==> src/rtl/vga_pkg.sv <==
// Shared VGA timing constants, pixel colour type, bounce direction type and
// the eight-colour palette used by the bouncing-box pattern stage.
package vga_pkg;

  localparam int HBP  = 144;
  localparam int VBP  = 31;
  localparam int HPIX = 640;
  localparam int VPIX = 480;

  typedef struct packed {
    logic [3:0] r;
    logic [3:0] g;
    logic [3:0] b;
  } rgb12_t;

  typedef enum logic {
    DIR_POS = 1'b0,
    DIR_NEG = 1'b1
  } dir_e;

  // red, green, blue, yellow, cyan, magenta, white, orange
  localparam rgb12_t PALETTE [0:7] = '{
    rgb12_t'(12'hF00), rgb12_t'(12'h0F0), rgb12_t'(12'h00F), rgb12_t'(12'hFF0),
    rgb12_t'(12'h0FF), rgb12_t'(12'hF0F), rgb12_t'(12'hFFF), rgb12_t'(12'hF80)
  };

endpackage

==> src/rtl/bounce_axis.sv <==
// One axis of the bouncing box: position in [0, LIMIT], stepping STEP per
// enabled tick and reversing direction when it reaches either end.
module bounce_axis
  import vga_pkg::*;
#(
  parameter int LIMIT = 608,
  parameter int STEP  = 4
) (
  input  logic        clk,
  input  logic        clr_n,
  input  logic        tick_en,
  output logic [10:0] pos,
  output dir_e        dir,
  output logic        flip
);

  localparam logic [10:0] LIM_W  = 11'(LIMIT);
  localparam logic [10:0] STEP_W = 11'(STEP);

  logic [10:0] pos_q, pos_d;
  dir_e        dir_q, dir_d;
  logic        flip_s;

  always_ff @(posedge clk or negedge clr_n) begin
    if (!clr_n) begin
      pos_q <= 11'd0;
      dir_q <= DIR_POS;
    end else begin
      pos_q <= pos_d;
      dir_q <= dir_d;
    end
  end

  // Comparisons are arranged so the subtraction only happens when pos > STEP.
  always_comb begin
    pos_d  = pos_q;
    dir_d  = dir_q;
    flip_s = 1'b0;
    if (tick_en) begin
      case (dir_q)
        DIR_POS: begin
          if (pos_q + STEP_W >= LIM_W) begin
            pos_d  = LIM_W;
            dir_d  = DIR_NEG;
            flip_s = 1'b1;
          end else begin
            pos_d = pos_q + STEP_W;
          end
        end
        DIR_NEG: begin
          if (pos_q <= STEP_W) begin
            pos_d  = 11'd0;
            dir_d  = DIR_POS;
            flip_s = 1'b1;
          end else begin
            pos_d = pos_q - STEP_W;
          end
        end
        default: begin
          pos_d = pos_q;
          dir_d = DIR_POS;
        end
      endcase
    end else begin
      pos_d = pos_q;
    end
  end

  assign pos  = pos_q;
  assign dir  = dir_q;
  assign flip = flip_s;

endmodule

==> src/rtl/vga_bounce_box.sv <==
// Bouncing-box pattern stage: a solid square moving once per frame, changing
// colour on each bounce. Optional white screen border via VGA_BOUNCE_BORDER_EN.
module vga_bounce_box
  import vga_pkg::*;
#(
  parameter int          BOX    = 32,
  parameter int          STEP   = 4,
  parameter logic [11:0] BG_RGB = 12'h000
) (
  input  logic        clk,
  input  logic        clr_n,
  input  logic        vidon,
  input  logic [10:0] hc,
  input  logic [10:0] vc,
  input  logic        vsync,
  input  logic        pause,
  output logic [3:0]  red,
  output logic [3:0]  green,
  output logic [3:0]  blue,
  output logic        bounce
);

  localparam logic [10:0] BOX_W = 11'(BOX);

  logic        vs_q;
  logic        tick_s;
  logic [10:0] bx_s, by_s;
  dir_e        dx_s, dy_s;
  logic        flip_x_s, flip_y_s;
  logic [2:0]  col_q, col_d;
  logic        bounce_q, bounce_d;
  rgb12_t      rgb_q, rgb_d;
  logic [10:0] px_s, py_s;
  logic        in_box_s;

  // A paused tick is dropped entirely, so nothing moves and no bounce fires.
  assign tick_s = vs_q & ~vsync & ~pause;

  bounce_axis #(.LIMIT(HPIX - BOX), .STEP(STEP)) u_axis_x (
    .clk    (clk),
    .clr_n  (clr_n),
    .tick_en(tick_s),
    .pos    (bx_s),
    .dir    (dx_s),
    .flip   (flip_x_s)
  );

  bounce_axis #(.LIMIT(VPIX - BOX), .STEP(STEP)) u_axis_y (
    .clk    (clk),
    .clr_n  (clr_n),
    .tick_en(tick_s),
    .pos    (by_s),
    .dir    (dy_s),
    .flip   (flip_y_s)
  );

  always_ff @(posedge clk or negedge clr_n) begin
    if (!clr_n) begin
      vs_q     <= 1'b1;
      col_q    <= 3'd0;
      bounce_q <= 1'b0;
      rgb_q    <= rgb12_t'(12'h000);
    end else begin
      vs_q     <= vsync;
      col_q    <= col_d;
      bounce_q <= bounce_d;
      rgb_q    <= rgb_d;
    end
  end

  // A corner hit flips both axes but still counts as a single bounce.
  always_comb begin
    bounce_d = flip_x_s | flip_y_s;
    if (bounce_d) begin
      col_d = col_q + 3'd1;
    end else begin
      col_d = col_q;
    end
  end

  assign px_s     = hc - 11'(HBP);
  assign py_s     = vc - 11'(VBP);
  assign in_box_s = vidon & (px_s >= bx_s) & (px_s < bx_s + BOX_W)
                  & (py_s >= by_s) & (py_s < by_s + BOX_W);

  always_comb begin
    rgb_d = rgb12_t'(12'h000);
    if (vidon) begin
`ifdef VGA_BOUNCE_BORDER_EN
      if ((px_s == 11'd0) || (px_s == 11'(HPIX - 1)) ||
          (py_s == 11'd0) || (py_s == 11'(VPIX - 1))) begin
        rgb_d = rgb12_t'(12'hFFF);
      end else if (in_box_s) begin
        rgb_d = PALETTE[col_q];
      end else begin
        rgb_d = rgb12_t'(BG_RGB);
      end
`else
      if (in_box_s) begin
        rgb_d = PALETTE[col_q];
      end else begin
        rgb_d = rgb12_t'(BG_RGB);
      end
`endif
    end else begin
      rgb_d = rgb12_t'(12'h000);
    end
  end

  assign red    = rgb_q.r;
  assign green  = rgb_q.g;
  assign blue   = rgb_q.b;
  assign bounce = bounce_q;

endmodule

==> config.mk <==
export PLATFORM = sky130hd
export DESIGN_NAME = vga_bounce_box
export DESIGN_NICKNAME = d
export VERILOG_FILES = /design/src/rtl/vga_pkg.sv /design/src/rtl/bounce_axis.sv /design/src/rtl/vga_bounce_box.sv
export SDC_FILE = /design/constraint.sdc
export NUM_CORES = 1
export LEC_CHECK = 0
export CAP_MARGIN = 30
export CORE_UTILIZATION = 60
export CTS_BUF_LIST = sky130_fd_sc_hd__clkbuf_16
export DETAILED_ROUTE_END_ITERATION = 7
export PLACE_DENSITY_LB_ADDON = 0.15
export SYNTH_ARGS = -nofsm -noshare
export SYNTH_HDL_FRONTEND = slang
export SYNTH_SLANG_ARGS = --single-unit
==> constraint.sdc <==
create_clock -name clk -period 5.83 [get_ports clk]
set_clock_uncertainty 0.1 [all_clocks]
set_input_delay 0.583 -clock clk [delete_from_list [all_inputs] [get_ports clk]]
set_output_delay 0.583 -clock clk [all_outputs]
set_load 0.1 [all_outputs]
# Word-level counts from Yosys, hierarchy flattened
# Memory sizes are Yosys's and may differ from the RTL's.
# Index checks and enable logic that the tools add are counted.
[word_totals]
output_inout_bits = 13
memories = 1
input_bits = 27
word_cells = 63
ff_bits = 41
mem_bits_ro = 96
[mem_list]
columns = ["memory", "depth", "width", "rd", "rd_clocked_by_memory_dff", "write_ports", "line", "source"]
rows = [
  ["(name not given)", 8, 12, 1, 0, 0, "vga_bounce_box.sv:100", "rgb_d = PALETTE[col_q];"],
]
[op_classes]
n_addsub = 9
bitwise_logic = 12
magnitude_cmp = 9
mux = 22
[op_table]
columns = ["op", "count"]
rows = [
  ["$mux 12", 4],
  ["$mux 11", 4],
  ["$pmux 11 s2", 2],
  ["$add 11x3->11 const B", 2],
  ["$add 11x6->11 const B", 2],
  ["$ge 11x11->1", 2],
  ["$le 11x3->1 const B", 2],
  ["$lt 11x11->1", 2],
  ["$sub 11x3->11 const B", 2],
  ["$ge 11x10->1 const B", 1],
  ["$ge 11x9->1 const B", 1],
  ["$sub 11x5->11 const B", 1],
  ["$sub 11x8->11 const B", 1],
  ["$mux 1", 8],
  ["$pmux 1 s2", 4],
  ["$and 1x1->1", 6],
  ["$ge 4x4->1 const B", 1],
  ["$not 1->1", 4],
  ["$not 3->4", 1],
  ["$add 3x1->3 const B", 1],
  ["$or 1x1->1", 1],
]

# Longest topological paths before layout
[depth]
ltp_word = 8
depth_mapped = 11
mapped_depth_nobuf = 11

# Hierarchy
# A second synthesis with hierarchy kept.
[unflattened]
hier_cells = 422
hier_area_um2 = 3520.9
[modules_own_cells]
columns = ["mod", "area_each_um2", "cells_per_inst", "seq_area_each_um2", "instances"]
rows = [
  ["vga_bounce_box", 1691.6, 203, 226.5, 1],
  ["bounce_axis (u_axis_x)", 999.7, 121, 250.2, 1],
  ["bounce_axis (u_axis_y)", 829.5, 98, 250.2, 1],
]

# Least setup slack after synthesis
# No wires, ideal clock.
[synth_path]
path_kind = "input -> register"
from = "in vc[0]"
to = "reg rgb_q, in the netlist blue[2]"
setup_ns = 0.073
n_path_buf = 0
setup_slack_ns = 2.723
required_ns = 5.657
cell_stages = 9
arrival_ns = 2.935
path_cell_list = "ha_1 a41oi_1 or3b_2 xnor2_1 ha_1 nand4_1 o31a_1 or4_1 nor2_1"
[synth_between]
elab_chain_len = 6
word_cells_on_any_way = 7
classes_between = "add/sub (1); order compare (2); mux (2); bitwise (2)"
[synth_rtl]
columns = ["item", "line", "source"]
rows = [
  ["start: declaration", "vga_bounce_box.sv:14", "input logic [10:0] vc,"],
  ["$sub 11x5->11 (*)", "vga_bounce_box.sv:82", "assign py_s = vc - 11'(VBP);"],
  ["$ge 11x11->1", "vga_bounce_box.sv:84", "& (py_s >= by_s) & (py_s < by_s + BOX_W);"],
  ["$and 1x1->1", "vga_bounce_box.sv:84", ""],
  ["$and 1x1->1 (*)", "vga_bounce_box.sv:84", ""],
  ["$mux 12 (*)", "vga_bounce_box.sv:99", "if (in_box_s) begin"],
  ["$mux 12 (*)", "vga_bounce_box.sv:88", "if (vidon) begin"],
  ["end signal: assignment", "vga_bounce_box.sv:62", "rgb_q <= rgb12_t'(12'h000);"],
  ["end signal: assignment", "vga_bounce_box.sv:67", "rgb_q <= rgb_d;"],
  ["end: declaration", "vga_bounce_box.sv:32", "rgb12_t rgb_q, rgb_d;"],
]
# Mark *: on every way between the ends. The rest lies on a longest branch, timed or not.
# A chain may end at the register's enable or synchronous reset.

# Worst setup path in the final report
[layout_path]
from = "in vc[0]"
to = "reg rgb_q, in the netlist green[2]"
# Same word-level chain as after synthesis.

==> flow_metrics.py <==
metrics = {
    "outcome": {
        "outcome": "completed",
    },
    "sta": {
        "holdWs_ns": 0.529,
        "slew_headroom_pct": 34.7,
        "setup-tns-final_ns": 0,
        "period_share_pct": 61.5,
        "drv_slew": 0,
        "fin_crit_ns": 3.58,
        "setup_violations": 0,
        "grt_setup_unrepaired": "false",
        "finalHoldViolations": 0,
        "worstMarginPinSlew_ns": 0.977,
        "max_freq_mhz": 279,
    },
    "detailed_routing": {
        "drt-total-wl_um": 7380,
        "vias": 2961,
        "post-route-drc-count": 0,
        "via_per_inst": 6.21,
        "postRouteAntennaNets": 0,
        "routedWlPerCell_um": 15.5,
        "firstDrtPassIters": 5,
        "initialDrtViolationCount": 195,
    },
    "setup_path": {
        "slowest_stage": "or3b_2",
        "worstPathRequired_ns": 5.92,
        "max_stage_delay_ns": 0.50,
        "path_cells": "clkdlybuf4s50_1, ha_1, a41oi_1, or3b_2, xnor2_1, ha_1, nand4_1, o31a_1, or4_1, nor2_1",
        "cp_max_fo": 4,
        "cp_common_cell": "ha_1",
        "critical_path_class": "in2reg",
        "cp-end-kind": "flop",
        "start_kind": "input port",
        "arrival_ns": 3.67,
    },
    "grt": {
        "antenna_found_initial": 0,
        "grt_pass1_vias": 2606,
        "grt-ovfl-total": 0,
        "grt_pass1_wl_um": 12000,
        "grt_usage_pct": 27.4,
        "grt_max_degree": 30,
    },
    "synth": {
        "synth_cell_types": 65,
        "yosysSeqAreaShare_pct": 22.2,
        "synthFlopType": "dfrtp_1",
        "yosys_warnings": 0,
        "synth-seq-cells": 29,
        "synthCells": 385,
        "syn_avg_cell_area_um2": 8.50,
        "syn_nets": 460,
        "syn_area_um2": 3270,
        "synth_edf_count": 0,
        "async_reset_ff_share_pct": 100,
    },
    "cells_and_area": {
        "fin_util_pct": 72.6,
        "drive_above_1_share_pct": 6.39,
        "antenna_cells": 0,
        "nNetsFinal": 481,
        "syn_to_final_growth_pct": 14.8,
        "fin_cells": 477,
    },
    "die": {
        "die_h_um": 75.8,
        "die_w_um": 75.8,
        "design.die.area_um2": 5750,
        "initial_core_util_pct": 63.2,
        "io_pins": 40,
        "rows": 26,
        "core_um2": 5170,
    },
    "pwr": {
        "power_frac_comb_pct": 57.1,
        "p_leak_nw": 1.58,
        "vdd_drop_max_v": 0.000330,
        "p_seq_share_pct": 26.0,
        "power_density_nw_per_um2": 445,
        "p_int_mw": 0.859,
        "clkPwrFrac_pct": 16.9,
        "p_sw_mw": 0.811,
        "power_switching_share_pct": 48.6,
        "total_power_mw": 1.67,
    },
    "clock_network": {
        "clockBufferDepth": 2,
        "htreeDepth": 2,
        "post-cts-setup-buffers": 0,
        "root_buffer": "clkbuf_16",
        "numClockSinks": 29,
        "cts_resized": 0,
        "hold_buffers": 0,
        "cts_tree": "built",
        "numCtsBuffers": 5,
        "clkSlewWorstSetupHoldPaths_ns": 0.05,
        "clk_latency_ns": 0.27,
    },
    "placement": {
        "io_buffer_count": 37,
        "place.gp.congestion": 0.919,
        "hpwl_um": 5570,
        "dp_cells": 469,
    },
    "run": {
        "max_cap_viol_count": 0,
    },
    "worst_hold_path": {
        "hp-class": "reg2reg",
    },
}
layout by cell type (no fill, tap or decap), drive strengths merged, types with 3 or more instances in the layout:
| master | Yosys | routed |
|---|---|---|
| and2 | 4 | 4 |
| nand2b | 5 | 5 |
| mux2i | 5 | 5 |
| nand3 | 13 | 13 |
| o22ai | 5 | 5 |
| a31oi | 3 | 3 |
| clkbuf | 7 | 5 |
| clkdlybuf4s50 | 0 | 37 |
| o211ai | 4 | 4 |
| nand2 | 33 | 33 |
| clkinv | 4 | 5 |
| nor3 | 10 | 10 |
| inv | 25 | 26 |
| ha | 48 | 48 |
| nor4 | 5 | 5 |
| o21a | 3 | 3 |
| xor2 | 11 | 11 |
| o21ai | 27 | 27 |
| dfrtp | 28 | 28 |
| o31ai | 6 | 6 |
| nor4b | 5 | 5 |
| a21oi | 24 | 24 |
| a211oi | 6 | 6 |
| nor2 | 20 | 20 |
| a21o | 4 | 4 |
| a41oi | 3 | 3 |
| nand4 | 9 | 9 |
| xnor2 | 19 | 19 |
critical path: cells and delay by family:
family	cells	cell delay (ns)
AOI/OAI and AO/OA	2	0.65
xor gates and xnor gates	1	0.19
adders and majority gates	2	0.58
buffers and inverters	1	0.42
and+or+nand+nor	4	1.26
per-layer routing:
metal | vias to the layer above | GRT usage [%] | wire length [um]
met5 | - | 0 | 0
met4 | 0 | 8.64 | 40
met3 | 4 | 4.37 | 451
met2 | 116 | 44.1 | 3460
met1 | 1401 | 37.7 | 3420
li1 | 1440 | - | -
metrics by stage:
step           setup WS [ns]  cell area (um^2)
6_report                2.25              3750
4_1_cts                 2.25              3750
2_1_floorplan           2.72              3270
3_3_place_gp            2.10              3590
5_1_grt                 2.09              3750
3_5_place_dp            1.98              3590
power groups by stage:
stage          Clock [mW]  Sequential [mW]  Combinational, mW
4_1_cts             0.288            0.429              0.947
3_5_place_dp            0            0.431              0.936
3_3_place_gp            0            0.428              0.903
6_report            0.282            0.435              0.953
2_1_floorplan           0            0.360              0.806
5_1_grt             0.296            0.452               1.08
path summary, 6_finish.rpt:
kind	from	slack [ns]	depth (start not counted)	end
max	vc[0]	2.25	10	green[2]
min	col_q[2]	0.53	1	col_q[2]
max reg2reg	u_axis_x.pos[5]	3.03	8	col_q[1]
min reg2reg	col_q[2]	0.53	1	col_q[2]
max in group asynchronous	clr_n	4.70	2	vs_q
min in group asynchronous	clr_n	0.61	2	u_axis_y.pos[5]
final cells by class:
cell class,instances,area [um^2]
clock buffers,5,125
repair buffers,38,378
flip-flops and latches,29,727
multi-input cells,303,2290
clock inverters,3,37.5
well taps,70,87.6
inverters,29,109
fillers,388,1420
cell families (layout without fill, tap and decap cells):
family | count (synthesis) | count (layout) | synth area share [%]
AOI/OAI and AO/OA | 103 | 103 | 22.1
xor gates and xnor gates | 30 | 30 | 8.03
adders and majority gates | 48 | 48 | 18.4
buffers and inverters | 53 | 75 | 7.73
DFF | 29 | 29 | 22.2
muxes | 7 | 7 | 2.33
and+or+nand+nor | 115 | 115 | 19.2
cells in the mapped netlist (3+ instances only):
master | instances | share of area [%]
a211oi_1 | 5 | 1.1
a21o_1 | 4 | 0.92
a21oi_1 | 22 | 3.4
a31oi_1 | 3 | 0.57
a41oi_1 | 3 | 0.80
and2_1 | 4 | 0.76
buf_2 | 4 | 0.61
buf_4 | 11 | 2.5
clkbuf_1 | 7 | 0.80
clkinv_1 | 4 | 0.46
dfrtp_1 | 28 | 21
ha_1 | 48 | 18
inv_1 | 24 | 2.8
mux2i_1 | 5 | 1.5
nand2_1 | 31 | 3.6
nand2b_1 | 5 | 0.96
nand3_1 | 12 | 1.8
nand4_1 | 8 | 1.5
nor2_1 | 20 | 2.3
nor3_1 | 10 | 1.5
nor4_1 | 4 | 0.76
nor4b_1 | 4 | 1.1
o211ai_1 | 4 | 0.92
o21a_1 | 3 | 0.69
o21ai_0 | 26 | 4.0
o22ai_1 | 5 | 0.96
o31ai_1 | 6 | 1.4
xnor2_1 | 19 | 5.1
xor2_1 | 11 | 2.9
flip-flops by register name, indices dropped and copies added (netlist names):
name,flops
u_axis_x.dir,1
vs_q,1
green,2
blue,1
bounce,1
col_q,3
u_axis_y.pos,9
red,1
u_axis_y.dir,1
u_axis_x.pos,9
No activity file was read; power rests on OpenSTA's default activity.
